[src/rtl/adder_sched_pkg.sv]
// Shared definitions for the round-robin adder scheduler: adder width,
// output slot state encoding, result bundle and an id-width helper.
package adder_sched_pkg;

    // Width of the shared adder datapath.
    localparam int ADD_W = 32;

    // Widest requester id supported (NREQ up to 16).
    localparam int MAX_IDW = 4;

    // Output slot occupancy.
    typedef enum logic [0:0] {
        SLOT_EMPTY = 1'b0,
        SLOT_FULL  = 1'b1
    } slot_state_t;

    // Result held in the output slot.
    typedef struct packed {
        logic [MAX_IDW-1:0] id;
        logic               carry;
        logic [ADD_W-1:0]   sum;
    } rsp_t;

    // ceil(log2(n)) but never less than one bit, so NREQ=2 still gets a 1-bit id.
    function automatic int clog2_min1(input int n);
        return (n <= 32'sd2) ? 32'sd1 : $clog2(n);
    endfunction

endpackage

[src/rtl/rr_arbiter.sv]
// Combinational round-robin arbiter: picks the first requester at or above
// the priority pointer, wrapping to index 0 when nothing above is pending.
module rr_arbiter
    import adder_sched_pkg::*;
#(
    parameter int NREQ = 4,
    parameter int IDW  = clog2_min1(NREQ)
) (
    input  logic [NREQ-1:0] i_req,
    input  logic [IDW-1:0]  i_ptr,
    input  logic            i_en,
    output logic [NREQ-1:0] o_grant,
    output logic [IDW-1:0]  o_idx,
    output logic            o_any
);

    logic [NREQ-1:0] w_hi;
    logic [NREQ-1:0] w_pick;

    // Split requests into those at/above the pointer; fall back to all when none are.
    always_comb begin
        w_hi = '0;
        for (int j = 0; j < NREQ; j++) begin
            w_hi[j] = i_req[j] & (j >= int'(i_ptr));
        end
        w_pick = (|w_hi) ? w_hi : i_req;
    end

    // Lowest set bit of the chosen set is the winner; the descending loop lets it win last.
    always_comb begin
        o_idx = '0;
        o_any = |i_req;
        for (int j = NREQ - 1; j >= 0; j--) begin
            if (w_pick[j]) begin
                o_idx = IDW'(j);
            end else begin
                o_idx = o_idx;
            end
        end
    end

    // One-hot grant, suppressed when the consumer side cannot take a result.
    always_comb begin
        o_grant = '0;
        for (int j = 0; j < NREQ; j++) begin
            o_grant[j] = i_en & o_any & (o_idx == IDW'(j));
        end
    end

endmodule

[src/rtl/adder_rr_sched.sv]
// Round-robin scheduler sharing one 32-bit adder among NREQ requesters.
// One grant per cycle, result registered into a single valid/ready slot
// that can drain and reload in the same cycle.
module adder_rr_sched
    import adder_sched_pkg::*;
#(
    parameter int NREQ = 4,
    parameter int W    = ADD_W,
    parameter int IDW  = clog2_min1(NREQ)
) (
    input  logic              clk,
    input  logic              rst,
    input  logic [NREQ-1:0]   req_valid,
    input  logic [NREQ*W-1:0] req_a,
    input  logic [NREQ*W-1:0] req_b,
    output logic [NREQ-1:0]   req_ready,
    output logic              rsp_valid,
    output logic [IDW-1:0]    rsp_id,
    output logic [W-1:0]      rsp_sum,
    output logic              rsp_carry,
    input  logic              rsp_ready,
    output logic [31:0]       txn_count
);

    slot_state_t     r_state;
    slot_state_t     w_state_nxt;
    rsp_t            r_rsp;
    logic [IDW-1:0]  r_ptr;
    logic [31:0]     r_txn;

    logic            w_can_accept;
    logic            w_arb_en;
    logic [NREQ-1:0] w_grant;
    logic [IDW-1:0]  w_idx;
    logic            w_any;
    logic            w_fire;
    logic [W-1:0]    w_a;
    logic [W-1:0]    w_b;
    logic [W:0]      w_sum33;
    logic            w_unused_id;

    // Slot is free if empty or being drained this cycle; nothing is granted during reset.
    assign rsp_valid    = (r_state == SLOT_FULL);
    assign w_can_accept = ~rsp_valid | rsp_ready;
    assign w_arb_en     = w_can_accept & ~rst;

    rr_arbiter #(
        .NREQ (NREQ),
        .IDW  (IDW)
    ) u_arb (
        .i_req   (req_valid),
        .i_ptr   (r_ptr),
        .i_en    (w_arb_en),
        .o_grant (w_grant),
        .o_idx   (w_idx),
        .o_any   (w_any)
    );

    assign req_ready = w_grant;
    assign w_fire    = w_any & w_arb_en;

    // Route the winner's operands to the shared adder.
    always_comb begin
        w_a = '0;
        w_b = '0;
        for (int i = 0; i < NREQ; i++) begin
            if (w_idx == IDW'(i)) begin
                w_a = req_a[i*W +: W];
                w_b = req_b[i*W +: W];
            end else begin
                w_a = w_a;
                w_b = w_b;
            end
        end
    end

    // The single shared adder, zero-extended so bit W is the carry out.
    assign w_sum33 = {1'b0, w_a} + {1'b0, w_b};

    // Slot occupancy register.
    always_ff @(posedge clk) begin
        if (rst) begin
            r_state <= SLOT_EMPTY;
        end else begin
            r_state <= w_state_nxt;
        end
    end

    // Slot next state: a grant always (re)fills; a drain without a grant empties.
    always_comb begin
        w_state_nxt = r_state;
        case (r_state)
            SLOT_EMPTY: begin
                if (w_fire) begin
                    w_state_nxt = SLOT_FULL;
                end else begin
                    w_state_nxt = SLOT_EMPTY;
                end
            end
            SLOT_FULL: begin
                if (w_fire) begin
                    w_state_nxt = SLOT_FULL;
                end else if (rsp_ready) begin
                    w_state_nxt = SLOT_EMPTY;
                end else begin
                    w_state_nxt = SLOT_FULL;
                end
            end
            default: begin
                w_state_nxt = SLOT_EMPTY;
            end
        endcase
    end

    // Result payload: loaded on grant, held otherwise so backpressure keeps it stable.
    always_ff @(posedge clk) begin
        if (rst) begin
            r_rsp <= '0;
        end else if (w_fire) begin
            r_rsp <= '{id: MAX_IDW'(w_idx), carry: w_sum33[W], sum: w_sum33[W-1:0]};
        end else begin
            r_rsp <= r_rsp;
        end
    end

    // Priority pointer moves just past the winner, only when a grant happens.
    always_ff @(posedge clk) begin
        if (rst) begin
            r_ptr <= '0;
        end else if (w_fire) begin
            r_ptr <= (w_idx == IDW'(NREQ - 1)) ? '0 : (w_idx + IDW'(1));
        end else begin
            r_ptr <= r_ptr;
        end
    end

    // Completed-response counter; wraps naturally at 2^32.
    always_ff @(posedge clk) begin
        if (rst) begin
            r_txn <= 32'd0;
        end else if (rsp_valid & rsp_ready) begin
            r_txn <= r_txn + 32'd1;
        end else begin
            r_txn <= r_txn;
        end
    end

    assign rsp_id    = r_rsp.id[IDW-1:0];
    assign rsp_sum   = r_rsp.sum;
    assign rsp_carry = r_rsp.carry;
    assign txn_count = r_txn;

    // Upper id bits are structurally zero for small NREQ; fold them so they count as consumed.
    assign w_unused_id = ^r_rsp.id;

endmodule

[config.mk]
export PLATFORM = sky130hd
export DESIGN_NAME = adder_rr_sched
export DESIGN_NICKNAME = d
export VERILOG_FILES = /design/src/rtl/adder_sched_pkg.sv /design/src/rtl/rr_arbiter.sv /design/src/rtl/adder_rr_sched.sv
export SDC_FILE = /design/constraint.sdc
export NUM_CORES = 1
export LEC_CHECK = 0
export ABC_AREA = 1
export CAP_MARGIN = 20
export CORE_AREA = 2 2 129 131
export DETAILED_ROUTE_END_ITERATION = 12
export DIE_AREA = 0 0 131 133
export PLACE_DENSITY = 0.88
export SYNTH_ARGS = -nofsm -noshare
export SYNTH_HDL_FRONTEND = slang
export SYNTH_SLANG_ARGS = --single-unit
[constraint.sdc]
create_clock -name clk -period 11.4 [get_ports clk]
set_input_delay 2.28 -clock clk [delete_from_list [all_inputs] [get_ports clk]]
set_output_delay 2.28 -clock clk [all_outputs]
set_load 0.01 [all_outputs]
==> results.md, run 1 <==
* First-pass GRT wire length at 44,800 µm
* Share of post-route cells with drive strength above 1 at 2.80%
* Wire length per cell after detailed routing at around 15 µm
* Number of antenna violations at the first check in global routing at 0
* Skew-Pair Late Insertion Delay at 330 ps
* Slew margin rel. at between 30% and 40%
* Largest family of logic cells by synthesized area: simple AND/OR/NAND/NOR gates
* IR drop worst, VDD at 0.0000964 V
* Final cycle utilization of the critical path at 66.5%
* Post-placement setup slack at 3870 ps
* Pin count of the biggest net entering global routing at 115
* Cells along the critical path: clkdlybuf4s50_1 > nand2_1 > nand4_1 > o21a_1 > nand2_1 > nor2_1 > ha_1 > clkinv_2 > nor2_1 > clkdlybuf4s50_1
* Number of buffers created by CTS at 9
* Cell internal power dissipation at 895 µW
* Cell variety after synth at 34
* Clock sink count at 70
* Final number of setup-violating endpoints at 0
* Cell family with most CP delay: buffers and inverters
* Number of vias in the routed layout at 9,810
* Clk Tree Root Cell: clkbuf_16
* Part of the total power dissipated in combinational logic at about two thirds
* Multiplexer share of the synthesized area at 0%
* Skew final at 4.13 ps
* Final critical-path setup slack at 3820 ps
* Count of maximum capacitance violations at 0
* Type of the worst setup path: in -> out
* Total core area at 16,200 µm²
* Slowest cell on crit path: ha_1
* Number of standard cells after synthesis at 1,341
* Endpoints failing hold at 0
* Estimated wirelength of the detail-placed design at 23,300 µm
* Total buffers and inverters traversed by the critical path at 3
* Type of the most critical hold path: reg -> reg
* DR iter-0 viols at slightly below 700
* Die outline height at 133 µm
* Post-Route WL at 28,600 µm
* Run status: completed
* Sequential share of power at 19.3%
* Post-CTS setup-driven buffer insertion count at 0
* CP Data Arrival Time at 5300 ps
* Summed negative setup slack over all endpoints at 0 ps
* Time the final worst path needs with I/O delays and setup at 7580 ps
* Maximum fanout count along the critical path at 19
* Post-Synth Adder-Cell Area at under 10%
* RSZ-0062 raised after global routing: false
* Mean instance size in the synthesized netlist at 5.56 µm²
* CTS clock-pin slew for the worst setup and hold paths at 50 ps
* Share of the synthesized netlist area taken by xor and xnor gates at 2.58%
* Count of flip-flops with a built-in enable after synthesis at 0
* Number of search-and-repair iterations in the first detailed-routing pass at 6
* Syn Nets at 1,642
* Transition at the pin with the smallest max-transition slack at 961 ps
* Largest stage delay on the critical path at 670 ps
* Fraction of the yosys area taken by sequential cells at 18.8%
* Top FF cell, synth: dfxtp_1
* Post-synthesis share of cell area spent on and, or, nand and nor gates at 37.9%
* Aggregate global-route resource usage at approximately 32%
* Total net switching power at 763 µW
* CTS tree: yes
* Number of nets with antenna violations after detailed routing at 0
* Level count of the clock H-tree at 3
* Total congestion overflow at 0
* Capturing element type of the critical path: output port
* Global placer's final weighted congestion at 0.930
* Yosys Warn Count at 0
* Vias in the first global route at 9,134
* Diode count at 0
* Share of the synthesized area in compound gates (AO/OA/AOI/OAI) at between 20% and 30%
* Async S/R FF share, synth at 0%
* Leakage power figure at 5.13 nW
* Clock buffer depth at 2
* Switch share at 46.0%
* Clock power frac at around 16%
* Required time of the critical path at 9120 ps
* Synthesized area at 7460 µm²
* Number of rows created at floorplan at 47
* Routed vias/inst at 5.27
* Area Growth Syn to Fin at 49.8%
* Worst setup SP type: primary input
* Hold-fix buffers at CTS at 0
* Register bit total from synthesis at 70
* Total count of max-transition violations in the final report at 0
* Post-route DRC violation count at 0
* # resized after CTS at 0
* Top-level I/O count at around 340
* Starting Density at 46.1%
* Area of the die at 17,400 µm²
* FMAX at 0.132 GHz
* Total number of nets in the final design at just under 2,000
* Die Wd at 131 µm
* Power per unit of standard cell area at between 100 and 150 nW/µm²
* Number of port buffers at 334
## power groups by stage
stage               combinational, mW  sequential (mW)  clock (mW)
floorplan                       0.668            0.338           0
global placement                 1.05            0.322           0
detailed placement               1.07            0.323           0
CTS                              1.07            0.319       0.260
global route                     1.21            0.323       0.272
finish                           1.08            0.320       0.257
## synth_stat cells, drive strengths merged (3+ instances only)
cell type    n  area share, %
a22oi       50            5.0
nor2       154            8.4
xnor2       18            2.1
buf         19            1.2
o21ai       99            6.6
xor2         4           0.47
inv        182            9.2
a22o        10            1.2
ha          37            6.2
nand3b       3           0.30
nor3        24            1.7
a221oi       5           0.59
nand4       11            1.1
dfxtp       70             19
o21bai       3           0.30
nand3       69            4.7
nand2      423             22
a21oi      119            8.0
clkbuf      36            1.8
## flip-flops by register name (all words and copies together), names as in the netlist
signal     count
rsp_sum       32
txn_count     32
r_ptr          2
rsp_id         2
rsp_carry      1
rsp_valid      1
## final timing paths
| path | from | end | slack (ps) | depth (start not counted) |
|---|---|---|---|---|
| hold reg to reg | rsp_sum[24]$_SDFFE_PP0P_ | rsp_sum[24]$_SDFFE_PP0P_ | 470 | 2 |
| setup / recovery | req_valid[1] | req_ready[3] | 3820 | 10 |
| hold / removal | rsp_sum[24]$_SDFFE_PP0P_ | rsp_sum[24]$_SDFFE_PP0P_ | 470 | 2 |
| setup reg to reg | r_ptr[1]$_SDFFE_PP0P_ | rsp_sum[16]$_SDFFE_PP0P_ | 6540 | 21 |
## layer usage
| metal | vias to the layer above | track usage (%) | share of wire, % |
|---|---|---|---|
| met5 | - | 0 | 0 |
| met4 | 0 | 9.87 | 3.2 |
| met3 | 69 | 7.32 | 8.2 |
| met2 | 424 | 57.1 | 48 |
| met1 | 4390 | 37.9 | 40 |
| li1 | 4927 | - | - |
## through the flow
| stage | utilization, % | std cells | hold WS, ps | total power, mW | instance area [µm²] |
|---|---|---|---|---|---|
| floorplan | - | 1341 | 483 | 1.01 | 7460 |
| global placement | 67.4 | 1845 | 461 | 1.37 | 10900 |
| detailed placement | 67.4 | 1845 | 464 | 1.39 | 10900 |
| CTS | 69.1 | 1861 | 473 | 1.65 | 11200 |
| global route | 69.1 | 1861 | 494 | 1.81 | 11200 |
| finish | 69.1 | 1861 | 470 | 1.66 | 11200 |
## cell families after synthesis
logic type                 count (synthesis)
AOI/OAI and AO/OA                        288
xor gates and xnor gates                  22
adders and majority gates                 38
buffers and inverters                    238
DFF                                       70
and+or+nand+nor                          685
## worst min-delay path, delay by kind of cell, from the launching register on
| kind | cells | cell delay [ps] |
|---|---|---|
| AND/OR/NAND/NOR | 2 | 120 |
| flip-flops | 1 | 310 |
## layout by cell type, fill, tap and decap left out, types with 5 or more instances in the layout
cell / count
nand2_1: 417
clkdlybuf4s50_1: 334
inv_1: 175
nor2_1: 147
a21oi_1: 119
o21ai_0: 99
dfxtp_1: 70
nand3_1: 68
a22oi_1: 50
ha_1: 36
nor3_1: 22
xnor2_1: 18
nand4_1: 10
a22o_1: 10
clkbuf_16: 9
nor2_4: 7
inv_2: 6
a221oi_1: 5
nand2_2: 5
buf_4: 5
## final cells by class
class	count	area, µm²
tap	220	275
clock buffer	11	243
inverter	183	693
multi-input combinational	1033	5140
sequential	70	1400
clock inverter	5	35.0
timing repair buffer	339	3380
fill	1460	5000
Note: power is estimated with default switching activity, not from simulation.
==> run 2, diff against run 1 <==
--- a/config.mk
+++ b/config.mk
@@ -7,10 +7,9 @@
 export LEC_CHECK = 0
 export ABC_AREA = 1
 export CAP_MARGIN = 20
-export CORE_AREA = 2 2 129 131
+export CORE_UTILIZATION = 39
 export DETAILED_ROUTE_END_ITERATION = 12
-export DIE_AREA = 0 0 131 133
-export PLACE_DENSITY = 0.88
+export PLACE_DENSITY = 0.79
 export SYNTH_ARGS = -nofsm -noshare
 export SYNTH_HDL_FRONTEND = slang
 export SYNTH_SLANG_ARGS = --single-unit
==> constraint.sdc (replaced) <==
create_clock -name clk -period 6.6 [get_ports clk]
set_input_delay 1.32 -clock clk [delete_from_list [all_inputs] [get_ports clk]]
set_output_delay 1.32 -clock clk [all_outputs]
set_load 0.01 [all_outputs]
==> results.md, run 2 (synthesis results as in run 1) <==
* Run status: completed (unchanged)
* Grt met2 use at 54.4% (was 57.1%)
* Power per unit of standard cell area at 260 nW/µm² (was 148 nW/µm²)
* Maximum fanout count along the critical path at 44 (was 19)
* Vias in the first global route at 9,318 (was 9,134)
* Total count of max-transition violations in the final report at 0 (unchanged)
* Required time of the critical path at 5280 ps (was 9120 ps)
* Final design utilization at 60.4% (was 69.1%)
* Overall power consumption at 2.94 mW (was 1.66 mW)
* Leakage power figure at 5.19 nW (was 5.13 nW)
* Number of rows created at floorplan at 50 (was 47)
* Final critical-path setup slack at 1110 ps (was 3820 ps)
* Final cycle utilization of the critical path at 83.1%
* RSZ-0062 raised after global routing: false (unchanged)
* Area Growth Syn to Fin at 51.6% (was 49.8%)
* Summed negative setup slack over all endpoints at 0 ps (unchanged)
* CP Data Arrival Time at 4170 ps (was 5300 ps)
* Instance area at placement at 11,000 µm² (was 10,900 µm²)
* Post-placement setup slack at 968 ps (was 3870 ps)
* Starting Density at 39.9% (was 46.1%)
* Level count of the clock H-tree at 3 (unchanged)
* Number of search-and-repair iterations in the first detailed-routing pass at 5 (was 6)
* Post-CTS setup-driven buffer insertion count at 0 (unchanged)
* Total core area at 18,700 µm² (was 16,200 µm²)
* Die outline height at 140 µm (was 133 µm)
* Beginning of the worst register-to-register path: r_ptr[1]$_SDFFE_PP0P_ (unchanged)
* DR iter-0 viols at 596 (was 693)
* Wire length per cell after detailed routing at 16.4 µm (was 15.3 µm)
* Count of maximum capacitance violations at 0 (unchanged)
* Clock sink count at 70 (unchanged)
* Part of the total power dissipated in combinational logic at 65.1% (was 65.2%)
* CTS tree: yes (unchanged)
* Post-route DRC violation count at 0 (unchanged)
* Switch share at 47.0% (was 46.0%)
* Transition at the pin with the smallest max-transition slack at 869 ps (was 961 ps)
* Hold-fix buffers at CTS at 0 (unchanged)
* Hold path startpoint: rsp_sum[24]$_SDFFE_PP0P_ (unchanged)
* CTS clock-pin slew for the worst setup and hold paths at 60 ps (was 50 ps)
* Die Wd at 140 µm (was 131 µm)
* Total congestion overflow at 0 (unchanged)
* Endpoints failing hold at 0 (unchanged)
* Pin count of the biggest net entering global routing at 66 (was 115)
* Slew margin rel. at 42.0% (was 35.9%)
* Worst setup startpoint: req_valid[0] (was req_valid[1])
* IR drop worst, VDD at 0.000153 V (was 0.0000964 V)
* Estimated wirelength of the detail-placed design at 25,500 µm (was 23,300 µm)
* Total number of nets in the final design at 1,945 (was 1,937)
* FMAX at 0.182 GHz
* Met3 global-route usage at 7.52% (was 7.32%)
* Number of buffers created by CTS at 9 (unchanged)
* Aggregate global-route resource usage at 31.2% (was 32.1%)
* Final number of setup-violating endpoints at 0 (unchanged)
* Commonest non-fill, non-tap cells in the layout: nand2_1, clkdlybuf4s50_1, inv_1 (unchanged)
* # resized after CTS at 0 (unchanged)
* Fillcell total at 1,847 (was 1,460)
* Routed vias/inst at 5.16 (was 5.27)
* Clock power frac at 16.1% (was 15.5%)
* Placed cell count at 1,867 (was 1,845)
* Number of vias in the routed layout at 9,732 (was 9,810)
* Worst setup SP type: primary input (unchanged)
* Count of placed standard cells in the final layout, fillers left out at 1,885 (was 1,861)
* Number of antenna violations at the first check in global routing at 3 (was 0)
* Global placer's final weighted congestion at 0.957 (was 0.930)
* Area of the die at 19,700 µm² (was 17,400 µm²)
* Top-level I/O count at 335 (unchanged)
* Post-Route WL at 30,800 µm (was 28,600 µm)
* Most common cell after layout, fill and taps aside: nand2_1 (unchanged)
* First-pass GRT wire length at 47,900 µm (was 44,800 µm)
* Post-Layout Inst Area at 11,300 µm² (was 11,200 µm²)
* Time the final worst path needs with I/O delays and setup at 5490 ps
* Met1 track utilization from global routing at 36.1% (was 37.9%)
* Total net switching power at 1.38 mW (was 763 µW)
* Number of port buffers at 334 (unchanged)
* Capturing element type of the critical path: output port (unchanged)
* Cell internal power dissipation at 1.56 mW (was 895 µW)
* Clk Tree Root Cell: clkbuf_16 (unchanged)
* Worst hold slack at 473 ps (was 470 ps)
* Share of post-route cells with drive strength above 1 at 3.34% (was 2.80%)
* Most crowded layer after global routing: met2 (unchanged)
* Number of nets with antenna violations after detailed routing at 0 (unchanged)
* Type of the worst setup path: in -> out (unchanged)
* Clock buffer depth at 2 (unchanged)
* Sequential share of power at 18.8% (was 19.3%)
* Skew-Pair Late Insertion Delay at 340 ps (was 330 ps)
* Type of the most critical hold path: reg -> reg (unchanged)
* Skew final at 8.70 ps (was 4.13 ps)
[run 2: worst max-delay path, stage by stage]
cell	delay, ps
clkdlybuf4s50_1	500
nand3_1	110
nand4_1	120
o21a_1	130
nand2_1	50
nor2_1	230
ha_1	220
buf_4	240
inv_2	270
buf_12	260
nor2_1	110
clkdlybuf4s50_1	560
[run 2: path summary, 6_finish.rpt]
kind | to | slack [ps] | depth (start not counted)
worst max-delay path | req_ready[2] | 1110 | 12
worst min-delay path | rsp_sum[24]$_SDFFE_PP0P_ | 470 | 2
worst min register to register | rsp_sum[24]$_SDFFE_PP0P_ | 470 | 2
worst max register to register | rsp_sum[20]$_SDFFE_PP0P_ | 2280 | 24
[run 2: power groups by stage]
stage | clock [mW] | sequential (mW) | combinational [mW]
final | 0.474 | 0.553 | 1.92
after global routing | 0.503 | 0.562 | 2.14
after CTS | 0.483 | 0.552 | 1.92
after detailed placement | 0 | 0.559 | 1.91
after global placement | 0 | 0.561 | 1.89
after floorplan | 0 | 0.585 | 1.15
[run 2: per-layer routing]
layer / share of wire [%] / vias up / wire length [µm]
li1: - / 4944 / -
met1: 42 / 4313 / 12800
met2: 48 / 394 / 14700
met3: 7.1 / 79 / 2180
met4: 3.9 / 2 / 1190
met5: 0.032 / - / 10
[run 2: final cells by class]
class                      count  area, µm²  area share (%)
multi-input combinational   1033       5140            45.5
timing repair buffer         347       3480            30.8
sequential                    70       1400            12.4
inverter                     183        693            6.13
tap                          234        293            2.59
clock buffer                   9        225            1.99
clock inverter                 7       63.8           0.564
antenna                        2       5.00          0.0443
==> run 3, diff against run 2 <==
==> constraint.sdc (replaced) <==
create_clock -name clk -period 5 [get_ports clk]
set_input_delay 1 -clock clk [delete_from_list [all_inputs] [get_ports clk]]
set_output_delay 1 -clock clk [all_outputs]
set_load 0.01 [all_outputs]
==> results.md, run 3 (synthesis results as in run 1) <==
* Total congestion overflow at 0 (unchanged)
* Most common cell after layout, fill and taps aside: nand2_1 (unchanged)
* Number of port buffers at 334 (unchanged)
* Starting Density at 39.9% (unchanged)
* Depth of the worst register-to-register path at 22 (was 24)
* IR drop worst, VDD at 0.000181 V (was 0.000153 V)
* Share of post-route cells with drive strength above 1 at 3.92% (was 3.34%)
* Total number of nets in the final design at 1,954 (was 1,945)
* Power per unit of standard cell area at 341 nW/µm² (was 260 nW/µm²)
* Type of the worst setup path: in -> out (unchanged)
* Maximum fanout count along the critical path at 34 (was 44)
* Endpoints failing hold at 0 (unchanged)
* FMAX at 0.214 GHz
* Global placer's final weighted congestion at 0.939 (was 0.957)
* Worst setup SP type: primary input (unchanged)
* Skew final at 3.77 ps (was 8.70 ps)
* First-pass GRT wire length at 47,700 µm (was 47,900 µm)
* Area Growth Syn to Fin at 52.9% (was 51.6%)
* Number of rows created at floorplan at 50 (unchanged)
* Final cycle utilization of the critical path at roughly 93%
* Most Frequent Cell on Critical Path: clkdlybuf4s50_1
* DR iter-0 viols at 632 (was 596)
* Post-route DRC violation count at 0 (unchanged)
* Worst hold slack at 472 ps (was 473 ps)
* Leakage power figure at 5.24 nW (was 5.19 nW)
* Clock sink count at 70 (unchanged)
* Fillcell total at 1,864 (was 1,847)
* Type of the most critical hold path: reg -> reg (unchanged)
* Die Wd at 140 µm (unchanged)
* Hold EP: rsp_id[0]$_SDFFE_PP0P_ (was rsp_sum[24]$_SDFFE_PP0P_)
* RSZ-0062 raised after global routing: false (unchanged)
* Number of search-and-repair iterations in the first detailed-routing pass at 5 (unchanged)
* Instance area at placement at 11,100 µm² (was 11,000 µm²)
* Slowest cell on crit path: clkdlybuf4s50_1 (unchanged)
* Clock buffer depth at 2 (unchanged)
* Aggregate global-route resource usage at 31.1% (was 31.2%)
* Number of antenna violations at the first check in global routing at 2 (was 3)
* Top-level I/O count at 335 (unchanged)
* Pin count of the biggest net entering global routing at 66 (unchanged)
* Skew-Pair Late Insertion Delay at 340 ps (about the same)
* Routed vias/inst at 5.14 (was 5.16)
* Slew margin rel. at 40.9% (was 42.0%)
* Area of the die at 19,700 µm² (unchanged)
* Commonest non-fill, non-tap cells in the layout: nand2_1, clkdlybuf4s50_1, inv_1 (unchanged)
* Total core area at 18,700 µm² (unchanged)
* Capturing element type of the critical path: output port (unchanged)
* Time the final worst path needs with I/O delays and setup at 4670 ps
* Transition at the pin with the smallest max-transition slack at 886 ps (was 869 ps)
* Post-Route WL at 30,500 µm (was 30,800 µm)
* Estimated wirelength of the detail-placed design at 25,200 µm (was 25,500 µm)
* Die outline height at 140 µm (unchanged)
* Count of maximum capacitance violations at 0 (unchanged)
* Post-placement setup slack at 4.71 ps (was 968 ps)
* Sequential cell area at 1400 µm² (unchanged)
* CTS clock-pin slew for the worst setup and hold paths at 60 ps (about the same)
* Beginning of the worst register-to-register path: r_ptr[1]$_SDFFE_PP0P_ (unchanged)
* Cells along the critical path: clkdlybuf4s50_1 > nand3_1 > nand4_1 > o21a_1 > nand2_1 > nor2_2 > ha_1 > clkinv_2 > buf_12 > nor2_1 > clkdlybuf4s50_1 (was clkdlybuf4s50_1 > nand3_1 > nand4_1 > o21a_1 > nand2_1 > nor2_1 > ha_1 > buf_4 > inv_2 > buf_12 > nor2_1 > clkdlybuf4s50_1)
* Required time of the critical path at 4000 ps (was 5280 ps)
* Wire length per cell after detailed routing at 16.1 µm (was 16.4 µm)
* CP Data Arrival Time at 3670 ps (was 4170 ps)
* Summed negative setup slack over all endpoints at 0 ps (unchanged)
* Post-CTS setup-driven buffer insertion count at 0 (unchanged)
* Clk Tree Root Cell: clkbuf_16 (unchanged)
* Largest stage delay on the critical path at 550 ps (was 560 ps)
* Critical register-to-register path endpoint: rsp_sum[16]$_SDFFE_PP0P_ (was rsp_sum[20]$_SDFFE_PP0P_)
* Level count of the clock H-tree at 3 (unchanged)
* Hold depth at 2 (unchanged)
* Post-Layout Inst Area at 11,400 µm² (was 11,300 µm²)
* Run status: completed (unchanged)
* Setup slack on the worst flop-to-flop path at 1090 ps (was 2280 ps)
* Final number of setup-violating endpoints at 0 (unchanged)
* Final critical-path setup slack at 330 ps (was 1110 ps)
* Final design utilization at 60.9% (was 60.4%)
* Hold path startpoint: rsp_id[0]$_SDFFE_PP0P_ (was rsp_sum[24]$_SDFFE_PP0P_)
* Number of vias in the routed layout at 9,727 (was 9,732)
* Multi-input gate area at 5150 µm² (was 5140 µm²)
* Number of nets with antenna violations after detailed routing at 0 (unchanged)
* CTS tree: yes (unchanged)
* Vias in the first global route at 9,136 (was 9,318)
* Total count of max-transition violations in the final report at 0 (unchanged)
* Number of buffers created by CTS at 9 (unchanged)
==> run 3: final cells by class <==
cell class	count	area share, %
Multi-Input combinational cell	1033	45.2
Timing Repair Buffer	356	31.4
Sequential cell	70	12.3
Inverter	183	6.08
Tap cell	234	2.57
Clock buffer	9	1.98
Clock inverter	7	0.439
Antenna cell	2	0.0439
==> run 3: per-layer routing <==
| metal | GRT usage (%) | wire length [µm] | vias to the layer above |
|---|---|---|---|
| li1 | - | - | 4968 |
| met1 | 37.0 | 12700 | 4300 |
| met2 | 53.8 | 14300 | 392 |
| met3 | 6.67 | 2240 | 67 |
| met4 | 13.5 | 1270 | 0 |
| met5 | 0 | 0 | - |
==> run 3: worst max path at each step <==
stage / end / startpoint
2_1_floorplan: rsp_sum[16]$_SDFFE_PP0P_ / req_valid[2]
3_3_place_gp: rsp_sum[31]$_SDFFE_PP0P_ / req_valid[0]
3_5_place_dp: rsp_sum[16]$_SDFFE_PP0P_ / req_valid[1]
4_1_cts: req_ready[3] / req_valid[1]
5_1_grt: rsp_sum[28]$_SDFFE_PP0P_ / req_valid[0]
6_report: req_ready[3] / req_valid[0]
==> run 3: report_power, final <==
group	switching (mW)	leakage [nW]	total [mW]	internal, mW
clock network	0.261	0.128	0.597	0.336
logic	1.49	4.53	2.56	1.07
registers	0.0659	0.576	0.730	0.664
==> run 3: stage by stage <==
step | cells | power, mW
6_report | 1894 | 3.89
5_1_grt | 1893 | 4.24
4_1_cts | 1892 | 3.89
3_5_place_dp | 1876 | 3.28
3_3_place_gp | 1876 | 3.27
2_1_floorplan | 1341 | 2.30
==> run 3: timing repair <==
action | in CTS | in global routing
resized for setup | 0 | 1
hold buffers | 0 | 0
endpoints found under the setup margin | 0 | 4
==> run 3: worst max-delay path: cells and delay by family <==
| family | cells | cell delay [ps] |
|---|---|---|
| buf+inv | 4 | 1700 |
| fa+ha+maj | 1 | 280 |
| compound gates | 1 | 130 |
| simple gates | 5 | 550 |
